[src/rtl/serial_adder_pkg.sv]
// serial_adder_pkg: shared types and constants for the bit-serial adder.
// Imported by serial_adder_ctrl.
package serial_adder_pkg;

  typedef enum logic [1:0] {
    IDLE,
    RUN,
    DONE
  } sa_state_t;

  localparam int SA_DEFAULT_WIDTH = 8;

endpackage

[src/rtl/full_adder.sv]
// full_adder: 1-bit full adder cell.
// Sequenced over WIDTH bits by serial_adder_ctrl.
module full_adder (
  input  logic A,
  input  logic B,
  input  logic Cin,
  output logic Sum,
  output logic Cout
);

  assign Sum  = A ^ B ^ Cin;
  assign Cout = (A & B) | (Cin & (A ^ B));

endmodule

[src/rtl/serial_adder_ctrl.sv]
// serial_adder_ctrl: LSB-first bit-serial adder around one full_adder.
// Optional signed-overflow output: define SERIAL_ADDER_OVF_EN.
module serial_adder_ctrl
  import serial_adder_pkg::*;
#(
  parameter int WIDTH = SA_DEFAULT_WIDTH
) (
  input  logic             clk,
  input  logic             rst,
  input  logic             start,
  input  logic [WIDTH-1:0] a,
  input  logic [WIDTH-1:0] b,
  input  logic             cin,
  output logic             ready,
  output logic             busy,
  output logic             done,
  output logic [WIDTH-1:0] sum,
  output logic             cout
`ifdef SERIAL_ADDER_OVF_EN
  ,
  output logic             ovf
`endif
);

  localparam int CW = $clog2(WIDTH);
  localparam logic [CW-1:0] LAST = CW'(WIDTH - 1);

  sa_state_t state_q, state_d;

  logic [WIDTH-1:0] a_sr, b_sr;
  logic [WIDTH-1:0] res;
  logic [CW-1:0]    cnt;
  logic             carry;
  logic             accept;
  logic             last;
  logic             fa_s, fa_co;
  logic [WIDTH-1:0] res_next;

  full_adder u_fa (
    .A    (a_sr[0]),
    .B    (b_sr[0]),
    .Cin  (carry),
    .Sum  (fa_s),
    .Cout (fa_co)
  );

  assign res_next = {fa_s, res[WIDTH-1:1]};

  always_ff @(posedge clk) begin
    if (rst) state_q <= IDLE;
    else     state_q <= state_d;
  end

  always_comb begin
    state_d = state_q;
    ready   = 1'b0;
    busy    = 1'b0;
    done    = 1'b0;
    accept  = 1'b0;
    last    = 1'b0;
    unique case (state_q)
      IDLE: begin
        ready = 1'b1;
        if (start) begin
          accept  = 1'b1;
          state_d = RUN;
        end
      end
      RUN: begin
        busy = 1'b1;
        if (cnt == LAST) begin
          last    = 1'b1;
          state_d = DONE;
        end
      end
      DONE: begin
        ready   = 1'b1;
        done    = 1'b1;
        accept  = start;
        state_d = start ? RUN : IDLE;
      end
      default: state_d = IDLE;
    endcase
  end

  // res is the shadow; sum/cout only see it on the final bit step
  always_ff @(posedge clk) begin
    if (rst) begin
      a_sr  <= '0;
      b_sr  <= '0;
      res   <= '0;
      cnt   <= '0;
      carry <= 1'b0;
      sum   <= '0;
      cout  <= 1'b0;
`ifdef SERIAL_ADDER_OVF_EN
      ovf   <= 1'b0;
`endif
    end else if (accept) begin
      a_sr  <= a;
      b_sr  <= b;
      carry <= cin;
      cnt   <= '0;
      res   <= '0;
    end else if (busy) begin
      a_sr  <= a_sr >> 1;
      b_sr  <= b_sr >> 1;
      carry <= fa_co;
      res   <= res_next;
      if (!last) cnt <= cnt + 1'b1;
      if (last) begin
        sum  <= res_next;
        cout <= fa_co;
`ifdef SERIAL_ADDER_OVF_EN
        ovf  <= carry ^ fa_co;
`endif
      end
    end
  end

endmodule
[config.mk]
export PLATFORM = sky130hd
export DESIGN_NAME = serial_adder_ctrl
export DESIGN_NICKNAME = d
export VERILOG_FILES = /design/src/rtl/serial_adder_pkg.sv /design/src/rtl/full_adder.sv /design/src/rtl/serial_adder_ctrl.sv
export SDC_FILE = /design/constraint.sdc
export NUM_CORES = 1
export LEC_CHECK = 0
export BUFFER_PORTS_ARGS = -buffer_cell sky130_fd_sc_hd__buf_4
export CAP_MARGIN = 0
export CELL_PAD_IN_SITES_DETAIL_PLACEMENT = 1
export CELL_PAD_IN_SITES_GLOBAL_PLACEMENT = 2
export CORE_MARGIN = 2
export CORE_UTILIZATION = 33
export CTS_CLUSTER_DIAMETER = 40
export DETAILED_ROUTE_END_ITERATION = 8
export GPL_ROUTABILITY_DRIVEN = 1
export PLACE_DENSITY = 0.78
export SKIP_CTS_REPAIR_TIMING = 1
export SLEW_MARGIN = 30
export SYNTH_ARGS = -nofsm -noshare
export SYNTH_HDL_FRONTEND = slang
export SYNTH_HIERARCHICAL = 1
export SYNTH_SLANG_ARGS = --single-unit
[constraint.sdc]
create_clock -name clk -period 3 [get_ports clk]
set_clock_uncertainty 0.2 [all_clocks]
set_input_delay 0.15 -clock clk [delete_from_list [all_inputs] [get_ports clk]]
set_output_delay 0.15 -clock clk [all_outputs]
set_load 0.1 [all_outputs]
==> results of run 1 <==
-- final cells by class --
class	instances	area share
well taps	52	0.0331
multi-input cells	126	0.349
clock buffers	7	0.0440
flip-flops and latches	38	0.388
clock inverters	1	0.00255
inverters	2	0.00637
repair buffers	43	0.177
-- logic make-up (layout without fill, tap and decap cells) --
| kind of cell | count (synthesis) | after routing | share of synthesized area |
|---|---|---|---|
| muxes | 1 | 1 | 0.00653 |
| DFF | 38 | 38 | 0.496 |
| xor gates and xnor gates | 1 | 1 | 0.00571 |
| and+or+nand+nor | 83 | 83 | 0.240 |
| AOI/OAI and AO/OA | 38 | 38 | 0.166 |
| buffers and inverters | 16 | 53 | 0.0571 |
| adders and majority gates | 3 | 3 | 0.0294 |
-- metal layers --
metal  vias up  share of wire  track usage
met5         -              0            0
met4         0          0.014       0.0524
met3         8          0.036       0.0486
met2        23           0.54        0.308
met1       681           0.41        0.153
li1        687              -            -
-- cell usage in the layout (no fill, tap or decap) --
master         instances
a22oi_1                2
o21ai_0                2
nand3b_1               1
clkbuf_1               1
dlygate4sd3_1         10
o22ai_1                6
fa_1                   1
nand3_1               12
nor3_1                13
nor2b_1                2
a311oi_1               3
nand2_1               40
xnor2_1                1
clkbuf_8               6
inv_1                  1
clkinv_2               1
clkinv_4               1
mux2i_1                1
dfxtp_1               38
a311oi_2               4
nor3b_2                1
ha_1                   2
buf_4                 33
nand2b_1               3
a21oi_1               21
nor2_1                11
-- worst paths after layout --
path,from,slack (ns),end,depth (start not counted)
max,state_q[1],0.74,busy,3
min,cin,-0.02,carry,3
min reg2reg,sum[6],0.26,sum[6],2
max reg2reg,state_q[1],1.02,b_sr[3],4
-- report_power, final --
part | switching (mW) | internal [mW]
registers | 0.0153 | 0.528
logic | 0.0888 | 0.0611
clock network | 0.183 | 0.185
-- state kept, by name, indices dropped and copies added (netlist names) --
signal	count
cnt	3
state_q	2
a_sr	8
b_sr	8
res	7
cout	1
sum	8
carry	1
-- worst reg2reg max path, delay by kind of cell, from the launching register on --
kind | cells | cell delay [ns]
simple gates | 3 | 0.91
buf+inv | 1 | 0.37
flops | 1 | 0.38
==> metrics.cfg, run 1 <==
[detailed_routing]
dr.first_iter.drc_count = 29
drc = 0
drt_pass1_iterations = 4
vias = 1399
vias_per_cell = 5.20
wl_per_cell_um = 14.4
drt_wl_total_um = 3880
antenna_left = 0

[timing]
drv_slew = 0
finalSetupViolations = 0
whs_ns = -0.0185
worst_pin_slew_ns = 0.872
timing.final.crit_share = 0.754
finalWorstSetupSlack_ns = 0.737
finalSetupTns_ns = 0
slew_headroom = 0.418
rsz0062_at_grt = false
hold_viol = 3
finalCriticalPeriod_ns = 2.26
fmax_mhz = 442

[critical_path]
path_cells = nand2b_1, clkinv_4, buf_4
crit_required_ns = 2.65
crit_family = buffers and inverters
worstSetupPathType = register to output port
startpoint_type = register
worstPathMaxFanout = 33
max_stage_delay_ns = 0.53
arrival_ns = 1.91
end_kind = output port
cp_num_buf_inv = 2
slowest_stage = nand2b_1

[logic_synthesis]
synth.most_common_cell = nand2_1
ys_ff_latch = 38
syn_inst = 180
synth-edff-count = 0
synth.distinct_cells = 26
synth.cell_area_um2 = 1530
async_reset_ff_frac = 0
netlist_top_cells_count = 40 x nand2_1, 38 x dfxtp_1, 21 x a21oi_1
avgSynthCellArea_um2 = 8.52
ys_warn_count = 6
synth.area.top_cells = dfxtp_1 50%, nand2_1 9.8%, a21oi_1 6.9%
ys_seq_area_frac = 0.496
ys.flop_type = dfxtp_1
syn_nets = 203
yosysTopAreaCellShare = 0.496
synth_area_leader_cell = dfxtp_1

[cells_and_area]
fin_cells = 269
diodes = 0
multiInputGateArea_um2 = 686
final_util = 0.445
drive_gt1_frac = 0.212
fin_area_um2 = 1960
seq_area_um2 = 761
syn2layout_area_growth_pct = 28.0
nets = 239
fill_cells = 528

[clock_network]
insertion_delay_ns = 0.29
clock-root-buffer = clkbuf_8
clockBufferDepth = 2
cts_tree = built
htreeDepth = 2
cts_made_buffers = 5
cts_sinks = 38
path_clk_slew_ns = 0.08

[floorplanning]
rows = 24
io_pins = 32
die-area_um2 = 5210
core_area_um2 = 4410
start_util = 0.348
die_width_um = 72.2
die_height_um = 72.2

[outcome]
violations = negative hold slack
status = complete, but fails checks

[power_and_ir_drop]
p_leak_nw = 0.746
total_power_mw = 1.06
power-per-cell-area_nw_per_um2 = 541
peakVddDrop_mv = 0.228

[global_routing]
grt_use_total = 0.157
grt_pass1_vias = 1442
grt_overflow_total = 0
grt_pass1_wl_um = 6280
antenna_found_initial = 0
grt_max_degree = 34

[place]
portBuffers = 31
gp_congestion = 0.714
placed_cell_area_um2 = 1770
post-dp-hpwl_um = 2630
placed_cells = 251
dp_slack_ns = 0.992

[hold_path]
hold_class = input port to register

[flow_run]
drv_cap = 0

No activity file was read; power rests on OpenSTA's default activity.
==> run 2: changes to the inputs <==
--- a/config.mk
+++ b/config.mk
@@ -10,11 +10,11 @@
 export CELL_PAD_IN_SITES_DETAIL_PLACEMENT = 1
 export CELL_PAD_IN_SITES_GLOBAL_PLACEMENT = 2
 export CORE_MARGIN = 2
-export CORE_UTILIZATION = 33
+export CORE_UTILIZATION = 31
 export CTS_CLUSTER_DIAMETER = 40
 export DETAILED_ROUTE_END_ITERATION = 8
 export GPL_ROUTABILITY_DRIVEN = 1
-export PLACE_DENSITY = 0.78
+export PLACE_DENSITY = 0.74
 export SKIP_CTS_REPAIR_TIMING = 1
 export SLEW_MARGIN = 30
 export SYNTH_ARGS = -nofsm -noshare
==> constraint.sdc (replaced) <==
create_clock -name clk -period 2.2 [get_ports clk]
set_clock_uncertainty 0.2 [all_clocks]
set_input_delay 0.11 -clock clk [delete_from_list [all_inputs] [get_ports clk]]
set_output_delay 0.11 -clock clk [all_outputs]
set_load 0.1 [all_outputs]
==> metrics.cfg, run 2 (same netlist as run 1, synthesis figures left out) <==
[place]
post-dp-hpwl_um = 2490
gp_congestion = 0.713
placed_cells = 267
dp_slack_ns = 0.264
portBuffers = 31

[floorplanning]
die-area_um2 = 5530
core_area_um2 = 4750
rows = 25
start_util = 0.323
die_height_um = 74.3
die_width_um = 74.3
io_pins = 32

[critical_path]
crit_family = buffers and inverters
worstPathMaxFanout = 33
max_stage_delay_ns = 0.38
startpoint_type = register
path_cells = nand2b_1, clkinv_4, buf_4
end_kind = output port
crit_required_ns = 1.89
arrival_ns = 1.62
cp_num_buf_inv = 2
slowest_stage = dfxtp_1
worstSetupPathType = register to output port

[detailed_routing]
drt_wl_total_um = 3650
drt_pass1_iterations = 4
drc = 0
vias_per_cell = 4.76
vias = 1376
dr.first_iter.drc_count = 52
antenna_left = 0
wl_per_cell_um = 12.6

[global_routing]
antenna_found_initial = 0
met1_usage = 0.173
grt_use_total = 0.149
grt_use_met3 = 0.0298
grt_util_met2 = 0.261
grt_pass1_vias = 1420
grt_overflow_total = 0
grt_pass1_wl_um = 6330
grt_max_degree = 34
grt_busiest_layer = met2

[cells_and_area]
fill_cells = 589
top_regs = a_sr x8, b_sr x8, sum x8
syn2layout_area_growth_pct = 34.3
layout_commonest_cell = nand2_1
diodes = 0
drive_gt1_frac = 0.212
nets = 245
fin_cells = 289
final_cell_mix = 40 x nand2_1, 38 x dfxtp_1, 34 x buf_4

[timing]
whs_ns = -0.0304
hold_viol = 2
rsz0062_at_grt = false
finalSetupViolations = 0
drv_slew = 0
slew_headroom = 0.680
worst_pin_slew_ns = 0.480
finalCriticalPeriod_ns = 1.93
fmax_mhz = 519
finalSetupTns_ns = 0
timing.final.crit_share = 0.876
finalWorstSetupSlack_ns = 0.273

[clock_network]
clockBufferDepth = 2
cts_sinks = 38
cts_tree = built
insertion_delay_ns = 0.28
cts_made_buffers = 5
clock-root-buffer = clkbuf_8
path_clk_slew_ns = 0.07
htreeDepth = 2

[power_and_ir_drop]
power-per-cell-area_nw_per_um2 = 751
p_leak_nw = 0.781
peakVddDrop_mv = 0.356

[hold_path]
hold_class = input port to register

[outcome]
status = complete, but fails checks
violations = negative hold slack

[flow_run]
drv_cap = 0

run 2: cell count changes in the layout (fill, tap and decap cells not counted), sizes merged:
cell	change
bufinv	+1
dlygate4sd3	+5
buf	+1
clkbuf	-1
clkinv	-1
run 2: worst min-delay path, stage by stage:
cell and delay, ns:
buf_4 0.11, o22ai_1 0.11, nor3_1 0.07
run 2: layer usage:
layer / up-vias / share of wire
li1: 700 / -
met2: 27 / 0.50
met4: 0 / 0.016
met3: 5 / 0.032
met1: 644 / 0.45
met5: - / 0
run 2: final timing paths:
path	slack, ns	to	cells after the start	startpoint
max	0.27	busy	3	state_q[1]
min reg2reg	0.25	sum[1]	2	sum[1]
min	-0.03	b_sr[5]	3	b[5]
max reg2reg	0.28	sum[0]	5	cnt[0]
run 2: stage by stage:
step           hold slack, ns  power (mW)  instance area (µm²)   util
6_report              -0.0304        1.55                 2060  0.433
5_1_grt               0.00158        1.63                 2060  0.433
3_3_place_gp            0.162       0.943                 1800  0.378
4_1_cts                -0.122        1.55                 1910  0.402
2_1_floorplan          0.0460       0.893                 1530      -
3_5_place_dp            0.186       0.951                 1800  0.378
run 2: layout make-up:
cell class | instances | area [µm²] | share of cell area
clock inverters | 1 | 30.0 | 0.0146
flip-flops and latches | 38 | 761 | 0.369
clock buffers | 6 | 82.6 | 0.0401
inverters | 2 | 12.5 | 0.00607
multi-input cells | 126 | 686 | 0.333
repair buffers | 49 | 405 | 0.197
well taps | 67 | 83.8 | 0.0407
run 2: power breakdown:
group	switching, mW	internal [mW]
Clock	0.230	0.363
Combinational	0.123	0.0911
Sequential	0.0200	0.720
==> run 3: changes to the inputs <==
--- a/config.mk
+++ b/config.mk
@@ -5,12 +5,13 @@
 export SDC_FILE = /design/constraint.sdc
 export NUM_CORES = 1
 export LEC_CHECK = 0
+export ABC_AREA = 1
 export BUFFER_PORTS_ARGS = -buffer_cell sky130_fd_sc_hd__buf_4
 export CAP_MARGIN = 0
 export CELL_PAD_IN_SITES_DETAIL_PLACEMENT = 1
 export CELL_PAD_IN_SITES_GLOBAL_PLACEMENT = 2
 export CORE_MARGIN = 2
-export CORE_UTILIZATION = 31
+export CORE_UTILIZATION = 30
 export CTS_CLUSTER_DIAMETER = 40
 export DETAILED_ROUTE_END_ITERATION = 8
 export GPL_ROUTABILITY_DRIVEN = 1
==> metrics.cfg, run 3 <==
[outcome]
status = complete, but fails checks
violations = negative hold slack

[cells_and_area]
syn2layout_area_growth_pct = 25.7
fill_cells = 716
layout_commonest_cell = nand2_1
top_regs = a_sr x8, b_sr x8, sum x8
drive_gt1_frac = 0.217
final_cell_mix = 66 x nand2_1, 38 x dfxtp_1, 32 x buf_4
nets = 300
diodes = 0

[clock_network]
clock-root-buffer = clkbuf_8
insertion_delay_ns = 0.28
cts_made_buffers = 5
htreeDepth = 2
cts_tree = built
cts_sinks = 38
clockBufferDepth = 2
path_clk_slew_ns = 0.07

[critical_path]
crit_required_ns = 1.89
startpoint_type = register
worstSetupPathType = register to output port
slowest_stage = buf_4
arrival_ns = 1.54
max_stage_delay_ns = 0.32
cpMostUsedCell = inv_2
path_cells = inv_2, nand2_4, inv_2, buf_4
worstPathMaxFanout = 27
end_kind = output port
crit_family = buffers and inverters
cp_num_buf_inv = 3

[global_routing]
grt_pass1_wl_um = 6860
grt_overflow_total = 0
antenna_found_initial = 0
grt_use_total = 0.140
grt_pass1_vias = 1505
grt_max_degree = 28

[power_and_ir_drop]
p_leak_nw = 1.04
peakVddDrop_mv = 0.267
power-per-cell-area_nw_per_um2 = 671
total_power_mw = 1.45

[logic_synthesis]
netlist_top_cells_count = 66 x nand2_1, 38 x dfxtp_1, 25 x nand3_1
ys_ff_latch = 38
synth.most_common_cell = nand2_1
synthAdderAreaFrac = 0.0262
synth.cell_area_um2 = 1720
synth.distinct_cells = 25
synth-edff-count = 0
avgSynthCellArea_um2 = 7.30
syn_nets = 259
synthMuxAreaShare = 0
ys_warn_count = 6
ys_seq_area_frac = 0.442
ys.flop_type = dfxtp_1
yosys.area_share.simple = 0.327
synth.area.top_cells = dfxtp_1 44%, nand2_1 14%, nand3_1 7.3%
syn_inst = 236
yosysTopAreaCellShare = 0.442
async_reset_ff_frac = 0
synth_top_family_by_area = simple AND/OR/NAND/NOR gates
synth_area_leader_cell = dfxtp_1
synth_compound_area_frac = 0.0959
synthXorXnorAreaFrac = 0

[timing]
rsz0062_at_grt = false
drv_slew = 0
finalCriticalPeriod_ns = 1.85
whs_ns = -0.0383
worst_pin_slew_ns = 0.536
hold_viol = 8
slew_headroom = 0.642
fmax_mhz = 542
timing.final.crit_share = 0.839
finalWorstSetupSlack_ns = 0.354
finalSetupTns_ns = 0
finalSetupViolations = 0

[place]
gp_congestion = 0.680
dp_slack_ns = 0.603
post-dp-hpwl_um = 2790
portBuffers = 31

[floorplanning]
rows = 27
die-area_um2 = 6360
io_pins = 32
die_width_um = 79.8
core_area_um2 = 5540
die_height_um = 79.8
start_util = 0.311

[flow_run]
drv_cap = 0

[detailed_routing]
drt_pass1_iterations = 3
dr.first_iter.drc_count = 46
antenna_left = 0
vias = 1539
wl_per_cell_um = 11.5
drc = 0
drt_wl_total_um = 3990
vias_per_cell = 4.42

[hold_path]
hold_class = input port to register

run 3: cell types whose count changed in the layout (fill, tap and decap cells not counted), moves of 4 or more:
| cell | before | now |
|---|---|---|
| a21oi_1 | 21 | 17 |
| a311oi_2 | 4 | 0 |
| dlygate4sd3_1 | 15 | 9 |
| inv_1 | 1 | 24 |
| inv_2 | 0 | 6 |
| nand2_1 | 40 | 66 |
| nand3_1 | 12 | 25 |
| nor2_1 | 11 | 24 |
| nor3_1 | 13 | 0 |
| o21ai_0 | 2 | 9 |
| o22ai_1 | 6 | 0 |
run 3: power by group:
group	internal [mW]	total (mW)	leakage, nW	switching (mW)
clock	0.242	0.474	0.0431	0.232
sequential	0.722	0.741	0.310	0.0195
combinational	0.0891	0.235	0.682	0.146
total	1.05	1.45	1.04	0.398
run 3: per-stage QoR:
stage / cells / utilization / instance area (µm²)
2_1_floorplan: 236 / - / 1720
3_3_place_gp: 333 / 0.359 / 1990
3_5_place_dp: 333 / 0.359 / 1990
4_1_cts: 339 / 0.374 / 2070
5_1_grt: 348 / 0.390 / 2160
6_report: 348 / 0.390 / 2160
run 3: kinds of logic after synthesis:
group	after synthesis
AND/OR/NAND/NOR	125
buffers and inverters	40
adder cells (fa/ha/maj)	3
AO/OA/AOI/OAI	30
flip-flops	38
run 3: final timing paths:
kind | from | to | slack [ns] | cells after the start
max | state_q[1] | busy | 0.35 | 4
min | a[5] | a_sr[5] | -0.04 | 5
max reg2reg | state_q[0] | b_sr[5] | 0.62 | 8
min reg2reg | res[1] | res[1] | 0.27 | 2
run 3: final cells by class:
| cell class | instances | area (µm²) | share of cell area |
|---|---|---|---|
| Timing Repair Buffer | 41 | 330 | 0.153 |
| Inverter | 33 | 126 | 0.0584 |
| Multi-Input combinational cell | 158 | 773 | 0.357 |
| Clock buffer | 6 | 82.6 | 0.0382 |
| Sequential cell | 38 | 761 | 0.352 |
| Tap cell | 72 | 90.1 | 0.0416 |
run 3: worst reg2reg max path: stages, from the launching register on:
cell,delay (ns)
dfxtp_1,0.37
buf_4,0.22
inv_2,0.08
nand2_4,0.23
nand2_2,0.11
clkinv_2,0.11
nand2_1,0.06
nand2_1,0.08
nor2_2,0.03
run 3: layer usage:
metal,up-vias,share of wire,track usage
met2,20,0.44,0.219
li1,814,-,-
met3,2,0.037,0.0464
met1,703,0.51,0.183
met5,-,0,0
met4,0,0.0060,0.0407
